**src/rtl/stereo_pair_rx.sv**
```systemverilog
// Stereo camera receiver: buffers each side's pixels in a small FIFO and emits
// left/right pairs in lockstep with column/row tracking and sticky error flags.

module stereo_pair_side #(
    parameter int WIDTH = 10,
    parameter int DEPTH = 16
) (
    input  logic             clock,
    input  logic             reset_n,
    input  logic [WIDTH-1:0] gray,
    input  logic             line_clk,
    input  logic             frame_clk,
    input  logic             pop,
    output logic [WIDTH+1:0] head,
    output logic             ready,
    output logic             drop
);
    localparam int AW = $clog2(DEPTH);

    logic             line_q, frame_q, armed, sof_pend, sol_pend;
    logic             frame_rise, line_rise, pix, push, full, sof_now, sol_now;
    logic [AW-1:0]    wptr, rptr;
    logic [AW:0]      cnt;
    logic [WIDTH+1:0] mem [DEPTH];

    assign frame_rise = frame_clk & ~frame_q;
    assign line_rise  = line_clk & ~line_q;
    // The arming edge itself carries a pixel, so armed is bypassed on that cycle.
    assign pix        = line_clk & frame_clk & (armed | frame_rise);
    assign sof_now    = sof_pend | frame_rise;
    assign sol_now    = sol_pend | line_rise | frame_rise;
    assign full       = (cnt == (AW+1)'(DEPTH));
    assign push       = pix & (~full | pop);
    assign drop       = pix & ~push;
    assign ready      = (cnt != '0);
    assign head       = mem[rptr];

    always_ff @(posedge clock or negedge reset_n) begin
        if (!reset_n) begin
            line_q   <= 1'b1;
            frame_q  <= 1'b1;
            armed    <= 1'b0;
            sof_pend <= 1'b0;
            sol_pend <= 1'b0;
            wptr     <= '0;
            rptr     <= '0;
            cnt      <= '0;
        end else begin
            line_q  <= line_clk;
            frame_q <= frame_clk;
            if (frame_rise) armed <= 1'b1;
            if (pix) begin
                sof_pend <= 1'b0;
                sol_pend <= 1'b0;
            end else begin
                sof_pend <= sof_now;
                sol_pend <= sol_now;
            end
            if (push) wptr <= wptr + AW'(1);
            if (pop)  rptr <= rptr + AW'(1);
            case ({push, pop})
                2'b10:   cnt <= cnt + (AW+1)'(1);
                2'b01:   cnt <= cnt - (AW+1)'(1);
                default: cnt <= cnt;
            endcase
        end
    end

    always_ff @(posedge clock) begin
        if (push) mem[wptr] <= {sof_now, sol_now, gray};
    end
endmodule

module stereo_pair_rx #(
    parameter int WIDTH = 10,
    parameter int DEPTH = 16,
    parameter int COL_W = 10,
    parameter int ROW_W = 10
) (
    input  logic             clock,
    input  logic             reset_n,
    input  logic [WIDTH-1:0] l_gray,
    input  logic [WIDTH-1:0] r_gray,
    input  logic             l_lineClock,
    input  logic             r_lineClock,
    input  logic             l_frameClock,
    input  logic             r_frameClock,
    input  logic             clear_err,
    output logic [WIDTH-1:0] pair_l,
    output logic [WIDTH-1:0] pair_r,
    output logic             pair_valid,
    output logic [COL_W-1:0] col,
    output logic [ROW_W-1:0] row,
    output logic             sol,
    output logic             sof,
    output logic             overflow,
    output logic             skew_err
);
    logic [WIDTH+1:0] l_head, r_head;
    logic             l_ready, r_ready, l_drop, r_drop, pop;

    // Both sides advance together so pairs can never slip relative to each other.
    assign pop = l_ready & r_ready;

    stereo_pair_side #(.WIDTH(WIDTH), .DEPTH(DEPTH)) u_left (
        .clock(clock), .reset_n(reset_n), .gray(l_gray), .line_clk(l_lineClock),
        .frame_clk(l_frameClock), .pop(pop), .head(l_head), .ready(l_ready), .drop(l_drop)
    );

    stereo_pair_side #(.WIDTH(WIDTH), .DEPTH(DEPTH)) u_right (
        .clock(clock), .reset_n(reset_n), .gray(r_gray), .line_clk(r_lineClock),
        .frame_clk(r_frameClock), .pop(pop), .head(r_head), .ready(r_ready), .drop(r_drop)
    );

    always_ff @(posedge clock or negedge reset_n) begin
        if (!reset_n) begin
            pair_valid <= 1'b0;
            pair_l     <= '0;
            pair_r     <= '0;
            col        <= '0;
            row        <= '0;
            sol        <= 1'b0;
            sof        <= 1'b0;
            overflow   <= 1'b0;
            skew_err   <= 1'b0;
        end else begin
            pair_valid <= pop;
            if (pop) begin
                pair_l <= l_head[WIDTH-1:0];
                pair_r <= r_head[WIDTH-1:0];
                sof    <= l_head[WIDTH+1];
                sol    <= l_head[WIDTH];
                col    <= l_head[WIDTH] ? '0 : col + COL_W'(1);
                if (l_head[WIDTH+1])  row <= '0;
                else if (l_head[WIDTH]) row <= row + ROW_W'(1);
            end else begin
                sof <= 1'b0;
                sol <= 1'b0;
            end
            // A set event in the same cycle as clear_err keeps the flag high.
            overflow <= l_drop | r_drop | (overflow & ~clear_err);
            skew_err <= (pop && (l_head[WIDTH+1:WIDTH] != r_head[WIDTH+1:WIDTH]))
                        | (skew_err & ~clear_err);
        end
    end
endmodule
```
**config.mk**
```make
export PLATFORM = sky130hd
export DESIGN_NAME = stereo_pair_rx
export DESIGN_NICKNAME = d
export VERILOG_FILES = /design/src/rtl/stereo_pair_rx.sv
export SDC_FILE = /design/constraint.sdc
export NUM_CORES = 1
export LEC_CHECK = 0
export ABC_AREA = 1
export CAP_MARGIN = 0
export CORE_MARGIN = 2
export CORE_UTILIZATION = 38
export CTS_CLUSTER_SIZE = 14
export DETAILED_ROUTE_END_ITERATION = 6
export GPL_TIMING_DRIVEN = 0
export SYNTH_ARGS = -nofsm -noshare
export SYNTH_HDL_FRONTEND = slang
export SYNTH_HIERARCHICAL = 1
export SYNTH_SLANG_ARGS = --single-unit
```
**constraint.sdc**
```tcl
create_clock -name clock -period 2.25 [get_ports clock]
set_input_delay 0.45 -clock clock [delete_from_list [all_inputs] [get_ports clock]]
set_output_delay 0.45 -clock clock [all_outputs]
set_load 0.05 [all_outputs]
```
==> flow_summary_export.csv, run 1 <==
group,metric,value,unit
sta,worstMarginPinSlew,0.894,ns
setup_path,crit_path_max_incr_delay,0.50,ns
synthesis,yosys_warnings,6,
layout,drive_above_1_share,19.7,%
drt,first_pass_iters,5,
grt,grt_first_pass_wirelength,79800,µm
synthesis,synth_top_family_by_area,"simple AND/OR/NAND/NOR gates",
setup_path,crit_chain,"buf_12 > inv_12 > buf_6 > nor2_1 > nor2_1 > o21ai_2 > o211ai_1 > nand3_2 > nand2_4 > nor2_4 > nor2_8 > nand3_2 > nand2_1 > nand2_1 > nor2_2",
place,dp_hpwl,33900,µm
sta,maxSlewViolCount,0,
drt,vias,13400,
sta,fin_crit,2.23,ns
die,start_util,38.5,%
synthesis,synth_top_cell_area_share,59.5,%
power,p_per_area,1350,nW/µm²
drt,via_per_inst,5.25,
power,clkPwrFrac,24.0,%
layout,fillers,4339,
setup_path,critical_path_class,"flip-flop to flip-flop",
synthesis,synth.cell_area,19400,µm²
sta,fin_skew,0.0396,ns
power,p_comb_share,43.0,%
setup_path,timing.reg2reg.setup_slack,0.02,ns
grt,grtUsageTotal,20.0,%
synthesis,synthMuxAreaShare,0,%
power,seqPwrFrac,33.0,%
setup_path,rr_startpoint,"u_left/rptr[0]",
power,power.internal,0.0194,W
synthesis,synth_area_per_cell,11.9,µm²
setup_path,cp-end-kind,"flip-flop",
drt,routedWlPerCell,20.7,µm
power,power_leakage,8.81,nW
place,gp_congestion,0.892,
setup_path,cpMaxStageDelayCell,"dfrtp_2",
synthesis,synth_area_leaders,"edfxtp_1, dfrtp_1, nor2_1, o211ai_1, nand2_1",
layout,area_delta_synth_final,25.2,%
setup_path,reg2reg_depth,15,
synthesis,ys_ff_latch,465,
sta,rsz0062_at_grt,"true",
grt,grt_max_degree,64,
drt,drc_errors,0,
synthesis,synth.distinct_cells,36,
synthesis,synth-compound-area-share,9.82,%
synthesis,synthMostInstantiatedCell,"edfxtp_1",
sta,final_hold_viol_count,0,
setup_path,start_kind,"flip-flop",
power,max-vdd-ir-drop,930,µV
die,die-area,52800,µm²
clocking,clk_pin_slew,0.06,ns
drt,ant_nets,0,
flow_run,maxCapViolCount,0,
run_status,outcome,"finished, final reports clean",
place,dpl.cell_count,2377,
clocking,numCtsBuffers,49,
synthesis,synth-async-reset-ratio,17.4,%
synthesis,synth_nets,1680,
worst_hold_path,hold_class,"input pin to async pin",
die,fp.coreArea,50300,µm²
sta,relSlewSlack,40.3,%
die,placementRows,82,
setup_path,crit_arrival,2.74,ns
clocking,cts_tree,"built",
synthesis,yosys.area_share.simple,13.8,%
clocking,clock_path_buffers,3,
synthesis,syn_inst,1633,
clocking,clk_latency,0.62,ns
clocking,root_buffer,"clkbuf_16",
grt,grt_pass1_vias,13200,
synthesis,synth_edf_count,384,
layout,n_antenna_cell,0,
synthesis,synth_ff_type,"edfxtp_1",
die,die_x,230,µm
layout,post-route-cell-area,24300,µm²
layout,instances_no_fill,2547,
synthesis,synth_commonest_cells,"edfxtp_1, nor2_1, nand2_1",
drt,drtIter0Drc,1278,
clocking,h-tree-depth,2,
sta,fmax,0.449,GHz
grt,grt_remaining_overflow,0,
sta,post-route-period-util,99.0,%
place,placement.cell_area,21000,µm²
grt,antenna_found_initial,2,
die,dieHeight,230,µm
synthesis,synth_xor_xnor_area_share,0.814,%
setup_path,crit_required,2.77,ns
synthesis,synthAdderAreaFrac,1.37,%
sta,finalSetupViolations,0,
place,portBuffers,71,
setup_path,worstPathMaxFanout,10,
synthesis,synth_top_cell_by_area,"edfxtp_1",
power,p_sw,0.0132,W
clocking,cts.sink_count,465,
setup_path,rr_endpoint,"row[9]",
drt,routed_wl,52800,µm
die,io_pins,72,
power,swShare,40.4,%
layout,nNetsFinal,1884,
synthesis,ys_seq_area_share,70.0,%
==> placed cells by master (no fill, tap or decap), types with 6 or more instances in the layout <==
| master | n |
|---|---|
| a21oi_1 | 23 |
| buf_12 | 35 |
| buf_2 | 26 |
| buf_4 | 56 |
| buf_6 | 12 |
| clkbuf_1 | 18 |
| clkbuf_16 | 50 |
| clkbuf_2 | 12 |
| clkdlybuf4s50_1 | 37 |
| clkinv_1 | 9 |
| clkinv_2 | 11 |
| dfrtp_1 | 74 |
| dlygate4sd2_1 | 28 |
| edfxtp_1 | 384 |
| ha_1 | 14 |
| inv_1 | 58 |
| inv_2 | 7 |
| inv_6 | 8 |
| nand2_1 | 181 |
| nand2_2 | 6 |
| nand2_4 | 6 |
| nand2_8 | 8 |
| nand3_1 | 73 |
| nand3_2 | 11 |
| nor2_1 | 272 |
| nor2_2 | 31 |
| nor2_4 | 39 |
| o211ai_1 | 96 |
| o21ai_0 | 132 |
| o21ai_1 | 69 |
| xor2_1 | 16 |
==> power groups by stage <==
stage	registers [W]	logic, W	clock network [W]
2_1_floorplan	0.0117	0.00702	0
3_3_place_gp	0.0109	0.0117	0
3_5_place_dp	0.0109	0.0119	0
4_1_cts	0.0108	0.0132	0.00792
5_1_grt	0.0109	0.0152	0.00829
6_report	0.0108	0.0140	0.00783
==> state kept, by name (all words and copies together), names as in the netlist, 5 cells and up <==
name / cells
u_left/mem: 192
pair_r: 10
u_left/cnt: 5
pair_l: 10
row: 10
u_right/cnt: 5
col: 10
u_right/mem: 192
==> kinds of logic after synthesis <==
group,count (synthesis)
flops,465
xor+xnor,18
compound gates,330
buf+inv,162
fa+ha+maj,20
simple gates,638
==> critical path: cells and delay by family, from the launching register on <==
kind	cells	cell delay, ns
AO/OA/AOI/OAI	2	0.21
buffers and inverters	3	0.40
flip-flops	1	0.50
AND/OR/NAND/NOR	10	1.00
==> through the flow <==
| stage | TNS (ns) | setup WS, ns | utilization, % | hold slack [ns] | power, W |
|---|---|---|---|---|---|
| floorplan | -54.77 | -0.192 | - | 0.154 | 0.0187 |
| global placement | -625.09 | -2.58 | 41.7 | 0.466 | 0.0227 |
| detailed placement | -436.03 | -1.43 | 41.7 | 0.368 | 0.0229 |
| CTS | 0 | 0.000694 | 47.5 | 0.256 | 0.0319 |
| global route | -6.02 | -0.0709 | 48.2 | 0.281 | 0.0344 |
| finish | 0 | 0.0234 | 48.2 | 0.254 | 0.0326 |
==> final cells by class <==
cell class                      count  area (µm²)  area share, %
Sequential cell                   465       13600           55.9
Timing Repair Buffer              153        1740           7.19
Inverter                           77         342           1.41
Timing Repair inverter              1        8.76         0.0361
Buffer                             83         598           2.47
Clock inverter                     28         248           1.02
Multi-Input combinational cell   1007        5600           23.1
Tap cell                          672         841           3.47
Clock buffer                       61        1310           5.41
==> how the worst max path moves through the flow <==
| stage | from | endpoint | slack [ns] |
|---|---|---|---|
| 6_report | u_left/rptr[0] | row[9] | 0.02 |
| 5_1_grt | u_left/cnt[1] | u_right/cnt[4] | -0.07 |
| 2_1_floorplan | u_left/cnt[0] | u_right/mem[15][0] | -0.19 |
| 3_3_place_gp | reset_n | pair_r[1] | -2.58 |
| 3_5_place_dp | u_left/cnt[1] | u_right/mem[9][10] | -1.43 |
| 4_1_cts | pair_r[9] | pair_r[9] | 0.0007 |
==> routing by layer <==
metal	track usage (%)	part of all wire [%]
met1	27.0	42
met5	0	0.059
met4	7.54	3.4
met3	3.66	7.3
met2	32.1	47
==> repair_timing <==
action,in CTS,in global routing
hold endpoints to repair,18,0
gates cloned,1,3
hold buffers,1,0
pin swaps,44,31
setup buffers,58,20
endpoints found under the setup margin,445,414
gates resized for setup,157,73
No activity file was read; power rests on OpenSTA's default activity.
==> inputs of run 2 (changes only) <==
- GPL_ROUTABILITY_DRIVEN: unset -> 0
- SLEW_MARGIN: unset -> 25
==> flow_summary_export.csv, run 2 (synthesized netlist as in run 1, its figures left out) <==
group,metric,value,unit
setup_path,rr_startpoint,"u_left/cnt[1]",
clocking,cts.sink_count,465,
power,power.internal,0.0193,W
grt,grt_max_degree,65,
die,die-area,52800,µm²
power,swShare,40.6,%
run_status,outcome,"finished with violations",
power,max-vdd-ir-drop,816,µV
layout,area_delta_synth_final,24.9,%
layout,nNetsFinal,1892,
drt,via_per_inst,5.33,
sta,maxSlewViolCount,0,
clocking,clk_latency,0.60,ns
sta,fin_crit,2.30,ns
place,dp_hpwl,34000,µm
power,power,0.0325,W
drt,routed_wl,53700,µm
setup_path,crit_path_start,"u_left/cnt[1]",
power,p_per_area,1340,nW/µm²
grt,antenna_found_initial,4,
drt,first_pass_iters,7,
sta,final_hold_viol_count,0,
sta,holdWs,0.263,ns
clocking,h-tree-depth,2,
power,seqPwrFrac,33.1,%
layout,drive_above_1_share,19.3,%
power,p_sw,0.0132,W
layout,final_common_cell,"edfxtp_1",
sta,worstMarginPinSlew,0.841,ns
worst_hold_path,hold_class,"input pin to async pin",
clocking,clock_path_buffers,3,
drt,drc_errors,0,
die,start_util,38.5,%
drt,ant_nets,0,
power,power_leakage,8.76,nW
grt,grt_pass1_vias,13100,
die,fp.coreArea,50300,µm²
die,die_x,230,µm
place,post-place-ws,-1.27,ns
sta,relSlewSlack,43.8,%
layout,fillers,4408,
grt,grt_remaining_overflow,0,
run_status,violations,"negative setup slack",
die,io_pins,72,
die,placementRows,82,
grt,grtUsageTotal,20.1,%
setup_path,critical_path_class,"flip-flop to flip-flop",
layout,reg_top3,"u_left/mem x192, u_right/mem x192",
grt,grt_first_pass_wirelength,80100,µm
layout,multiInputGateArea,5560,µm²
sta,fin_skew,0.0342,ns
power,p_comb_share,43.3,%
drt,routedWlPerCell,21.0,µm
die,dieHeight,230,µm
place,portBuffers,71,
setup_path,cp-end-kind,"flip-flop",
sta,setup_ws,-0.0539,ns
layout,n_antenna_cell,0,
flow_run,maxCapViolCount,0,
sta,finalSetupViolations,59,
setup_path,worstPathMaxFanout,7,
setup_path,start_kind,"flip-flop",
power,clkPwrFrac,23.6,%
clocking,cts_tree,"built",
sta,rsz0062_at_grt,"true",
setup_path,crit_arrival,2.79,ns
drt,vias,13600,
clocking,clk_pin_slew,0.07,ns
sta,fmax,0.434,GHz
layout,register_area,13600,µm²
clocking,numCtsBuffers,49,
setup_path,crit_required,2.73,ns
drt,drtIter0Drc,1365,
layout,layout_common_cells,"edfxtp_1, nor2_1, nand2_1, o21ai_0, o211ai_1",
clocking,root_buffer,"clkbuf_16",
sta,post-route-period-util,102,%
==> run 2: path summary, 6_finish.rpt <==
kind	slack, ns	end	cells after the start
worst min register to register	0.48	pair_r[2]	2
worst min-delay path	0.26	u_left/rptr[1]	2
worst max-delay path	-0.05	u_right/cnt[4]	16
max in group asynchronous	1.35	pair_r[1]	3
worst max register to register	-0.05	u_right/cnt[4]	16
min in group clock	0.38	u_right/line_q	1
==> run 2: final cells by class <==
| cell class | instances | area share [%] |
|---|---|---|
| clock inverters | 28 | 0.765 |
| repair buffers | 161 | 7.36 |
| multi-input cells | 1008 | 23.0 |
| plain buffers | 83 | 2.40 |
| clock buffers | 63 | 5.46 |
| flip-flops and latches | 465 | 56.1 |
| well taps | 672 | 3.48 |
| inverters | 77 | 1.48 |
==> run 2: worst max-delay path, cell delays in order, from the launching register on <==
cell,delay [ns]
dfrtp_1,0.41
nor2_2,0.16
nand3_2,0.14
nand2_4,0.16
inv_8,0.05
buf_12,0.14
buf_12,0.14
nand2_8,0.09
inv_8,0.04
ha_4,0.28
nand3_2,0.08
nand2_1,0.10
nand3_1,0.09
nand2_1,0.11
nand3_1,0.08
nand2_1,0.07
inv_1,0.04
==> run 2: power groups by stage <==
stage                     Clock (W)  Combinational (W)  Sequential [W]
after floorplan                   0            0.00702          0.0117
after global placement            0             0.0118          0.0109
after detailed placement          0             0.0120          0.0109
after CTS                   0.00777             0.0130          0.0107
after global routing        0.00814             0.0152          0.0109
final                       0.00766             0.0141          0.0108
==> run 2: metrics by stage <==
stage	util, %	setup TNS (ns)	instances	area (µm²)
2_1_floorplan	-	-54.77	1633	19400
3_3_place_gp	41.7	-633.51	2376	20900
3_5_place_dp	41.8	-381.24	2377	21000
4_1_cts	47.3	-0.000141	2522	23800
5_1_grt	48.1	-22.30	2557	24200
6_report	48.1	-0.698	2557	24200
==> run 2: layer usage <==
| layer | vias up | wire [µm] | part of all wire, % | GRT usage [%] |
|---|---|---|---|---|
| met3 | 116 | 4240 | 7.9 | 3.42 |
| li1 | 6186 | - | - | - |
| met5 | - | 13 | 0.024 | 0 |
| met4 | 2 | 1890 | 3.5 | 7.66 |
| met1 | 6755 | 22700 | 42 | 28.0 |
| met2 | 561 | 24900 | 46 | 31.7 |
==> run 2: timing repair <==
item	4_1_cts	5_1_grt
resized for setup	137	50
gates cloned	0	4
hold endpoints to repair	17	0
pin swaps	42	37
endpoints found under the setup margin	443	413
hold buffers	1	0
buffers inserted	54	41
==> inputs of run 3 (changes only) <==
- CORE_ASPECT_RATIO: unset -> 1.25
- CORE_UTILIZATION: 38 -> 23
- clock period: 2.25 -> 2.5 ns (I/O delays scaled with it)
==> flow_summary_export.csv, run 3 (synthesized netlist as in run 1, its figures left out) <==
group,metric,value,unit
drt,wl_met3,4410,µm
place,dpl.cell_count,2794,
flow_run,maxCapViolCount,0,
power,power.internal,0.0178,W
sta,maxSlewViolCount,0,
sta,fin_skew,0.0379,ns
power,power_leakage,8.70,nW
power,clkPwrFrac,26.1,%
die,fp.coreArea,83800,µm²
grt,grt_pass1_vias,12900,
setup_path,crit_family,"simple AND/OR/NAND/NOR gates",
layout,fillers,8452,
setup_path,path_buf_inv,4,
die,dieHeight,328,µm
sta,post-route-period-util,101,%
layout,reg_top3,"u_left/mem x192, u_right/mem x192",
sta,relSlewSlack,42.3,%
drt,routed_wl,55500,µm
setup_path,cp-end-kind,"flip-flop",
layout,instances_no_fill,2948,
layout,register_area,13600,µm²
drt,routed.top_layer,"met4",
drt,first_pass_iters,5,
sta,worstMarginPinSlew,0.863,ns
layout,nNetsFinal,1865,
clocking,numCtsBuffers,49,
setup_path,crit_chain,"buf_8 > clkinv_8 > buf_6 > nor2_1 > o211ai_1 > nand3_1 > nand2_4 > nor2_4 > nor2_8 > buf_6 > nand3b_1 > a21oi_1",
die,die_x,264,µm
die,placementRows,119,
drt,ant_nets,0,
sta,fmax,0.396,GHz
power,p_comb_share,41.0,%
place,dp_hpwl,36100,µm
drt,met2_length,27300,µm
setup_path,crit_arrival,3.03,ns
setup_path,cpMaxStageDelayCell,"dfrtp_2",
layout,area_delta_synth_final,27.1,%
drt,drc_errors,0,
grt,antenna_found_initial,0,
power,p_sw,0.0120,W
sta,finalSetupViolations,2,
layout,drive_above_1_share,17.9,%
layout,n_antenna_cell,0,
sta,final_hold_viol_count,0,
grt,grt_remaining_overflow,0,
sta,fin_crit,2.52,ns
sta,setup_ws,-0.0250,ns
layout,utilization,29.4,%
power,max-vdd-ir-drop,775,µV
setup_path,crit_required,3.01,ns
drt,routedWlPerCell,18.8,µm
setup_path,worstPathMaxFanout,10,
clocking,clk_latency,0.60,ns
clocking,cts_tree,"built",
setup_path,crit_path_max_incr_delay,0.47,ns
drt,m1WireLength,21800,µm
grt,grtUsageTotal,12.6,%
clocking,cts.sink_count,465,
clocking,clock_path_buffers,3,
worst_hold_path,hold_class,"input pin to flip-flop",
drt,drtIter0Drc,1206,
layout,multiInputGateArea,5440,µm²
layout,final_common_cell,"edfxtp_1",
setup_path,crit_top_cell,"buf_6",
place,portBuffers,71,
sta,holdWs,0.229,ns
run_status,violations,"negative setup slack",
sta,rsz0062_at_grt,"true",
run_status,outcome,"finished with violations",
power,p_per_area,1210,nW/µm²
grt,grt_first_pass_wirelength,81800,µm
die,start_util,23.1,%
setup_path,critical_path_class,"flip-flop to flip-flop",
clocking,h-tree-depth,2,
clocking,root_buffer,"clkbuf_16",
layout,layout_common_cells,"edfxtp_1, nor2_1, nand2_1, o21ai_0, o211ai_1",
clocking,clk_pin_slew,0.06,ns
die,die-area,86600,µm²
power,seqPwrFrac,32.9,%
drt,via_per_inst,4.48,
grt,grt_max_degree,54,
power,swShare,40.2,%
drt,vias,13200,
die,io_pins,72,
setup_path,start_kind,"flip-flop",
run 3: cell types whose count changed in the layout (fill, tap and decap cells not counted), moves of 8 or more:
| cell | delta |
|---|---|
| clkdlybuf4s50_1 | +19 |
| clkbuf_8 | +8 |
| buf_4 | -25 |
| dlygate4sd2_1 | -22 |
run 3: power by group through the flow:
stage          clock network, W  logic (W)  registers [W]
3_5_place_dp                  0     0.0110        0.00992
6_report                0.00776     0.0122        0.00980
2_1_floorplan                 0    0.00630         0.0105
3_3_place_gp                  0     0.0108        0.00992
4_1_cts                 0.00794     0.0115        0.00978
5_1_grt                 0.00824     0.0132        0.00988
run 3: worst reg2reg max path, stage by stage (launching register included):
cell and delay [ns]:
dfrtp_2 0.47, buf_8 0.17, clkinv_8 0.09, buf_6 0.16, nor2_1 0.05, o211ai_1 0.47
nand3_1 0.24, nand2_4 0.20, nor2_4 0.08, nor2_8 0.16, buf_6 0.13, nand3b_1 0.07
a21oi_1 0.14
run 3: path summary, 6_finish.rpt:
path | slack, ns | start | endpoint | depth (start not counted)
worst max register to register | -0.02 | u_left/rptr[0] | row[6] | 12
min in group asynchronous | 0.36 | reset_n | row[8] | 2
worst min-delay path | 0.23 | r_frameClock | u_right/frame_q | 1
max in group asynchronous | 1.49 | reset_n | u_right/line_q | 3
worst min register to register | 0.48 | pair_r[5] | pair_r[5] | 2
worst max-delay path | -0.02 | u_left/rptr[0] | row[6] | 12
run 3: final cells by class:
class                           count  area share, %
Tap cell                         1089           5.53
Sequential cell                   465           55.1
Buffer                             85           2.27
Timing Repair Buffer              134           6.61
Clock buffer                       65           5.55
Clock inverter                     27           1.52
Inverter                           77           1.30
Multi-Input combinational cell   1006           22.1
run 3: stage by stage:
stage / setup TNS (ns) / area (µm²) / setup WS, ns / total power [W]
finish: -0.0384 / 24600 / -0.0250 / 0.0298
global route: -0.0777 / 24600 / -0.0162 / 0.0313
CTS: 0 / 24300 / 0.0131 / 0.0292
detailed placement: -297.94 / 21600 / -0.881 / 0.0209
global placement: -610.91 / 21400 / -2.62 / 0.0207
floorplan: 0 / 19400 / 0.0585 / 0.0168
run 3: timing repair:
item,in CTS,in global routing
setup buffers,42,19
hold buffers,1,0
gates resized for setup,73,43
endpoints found under the setup margin,415,406
pin swaps,40,13
hold endpoints to repair,26,0
cloned,0,0
run 3: routing by layer:
metal | up-vias | GRT usage, %
met1 | 6484 | 15.3
li1 | 6124 | -
met4 | 0 | 4.94
met2 | 498 | 21.8
met5 | - | 0
met3 | 105 | 2.83
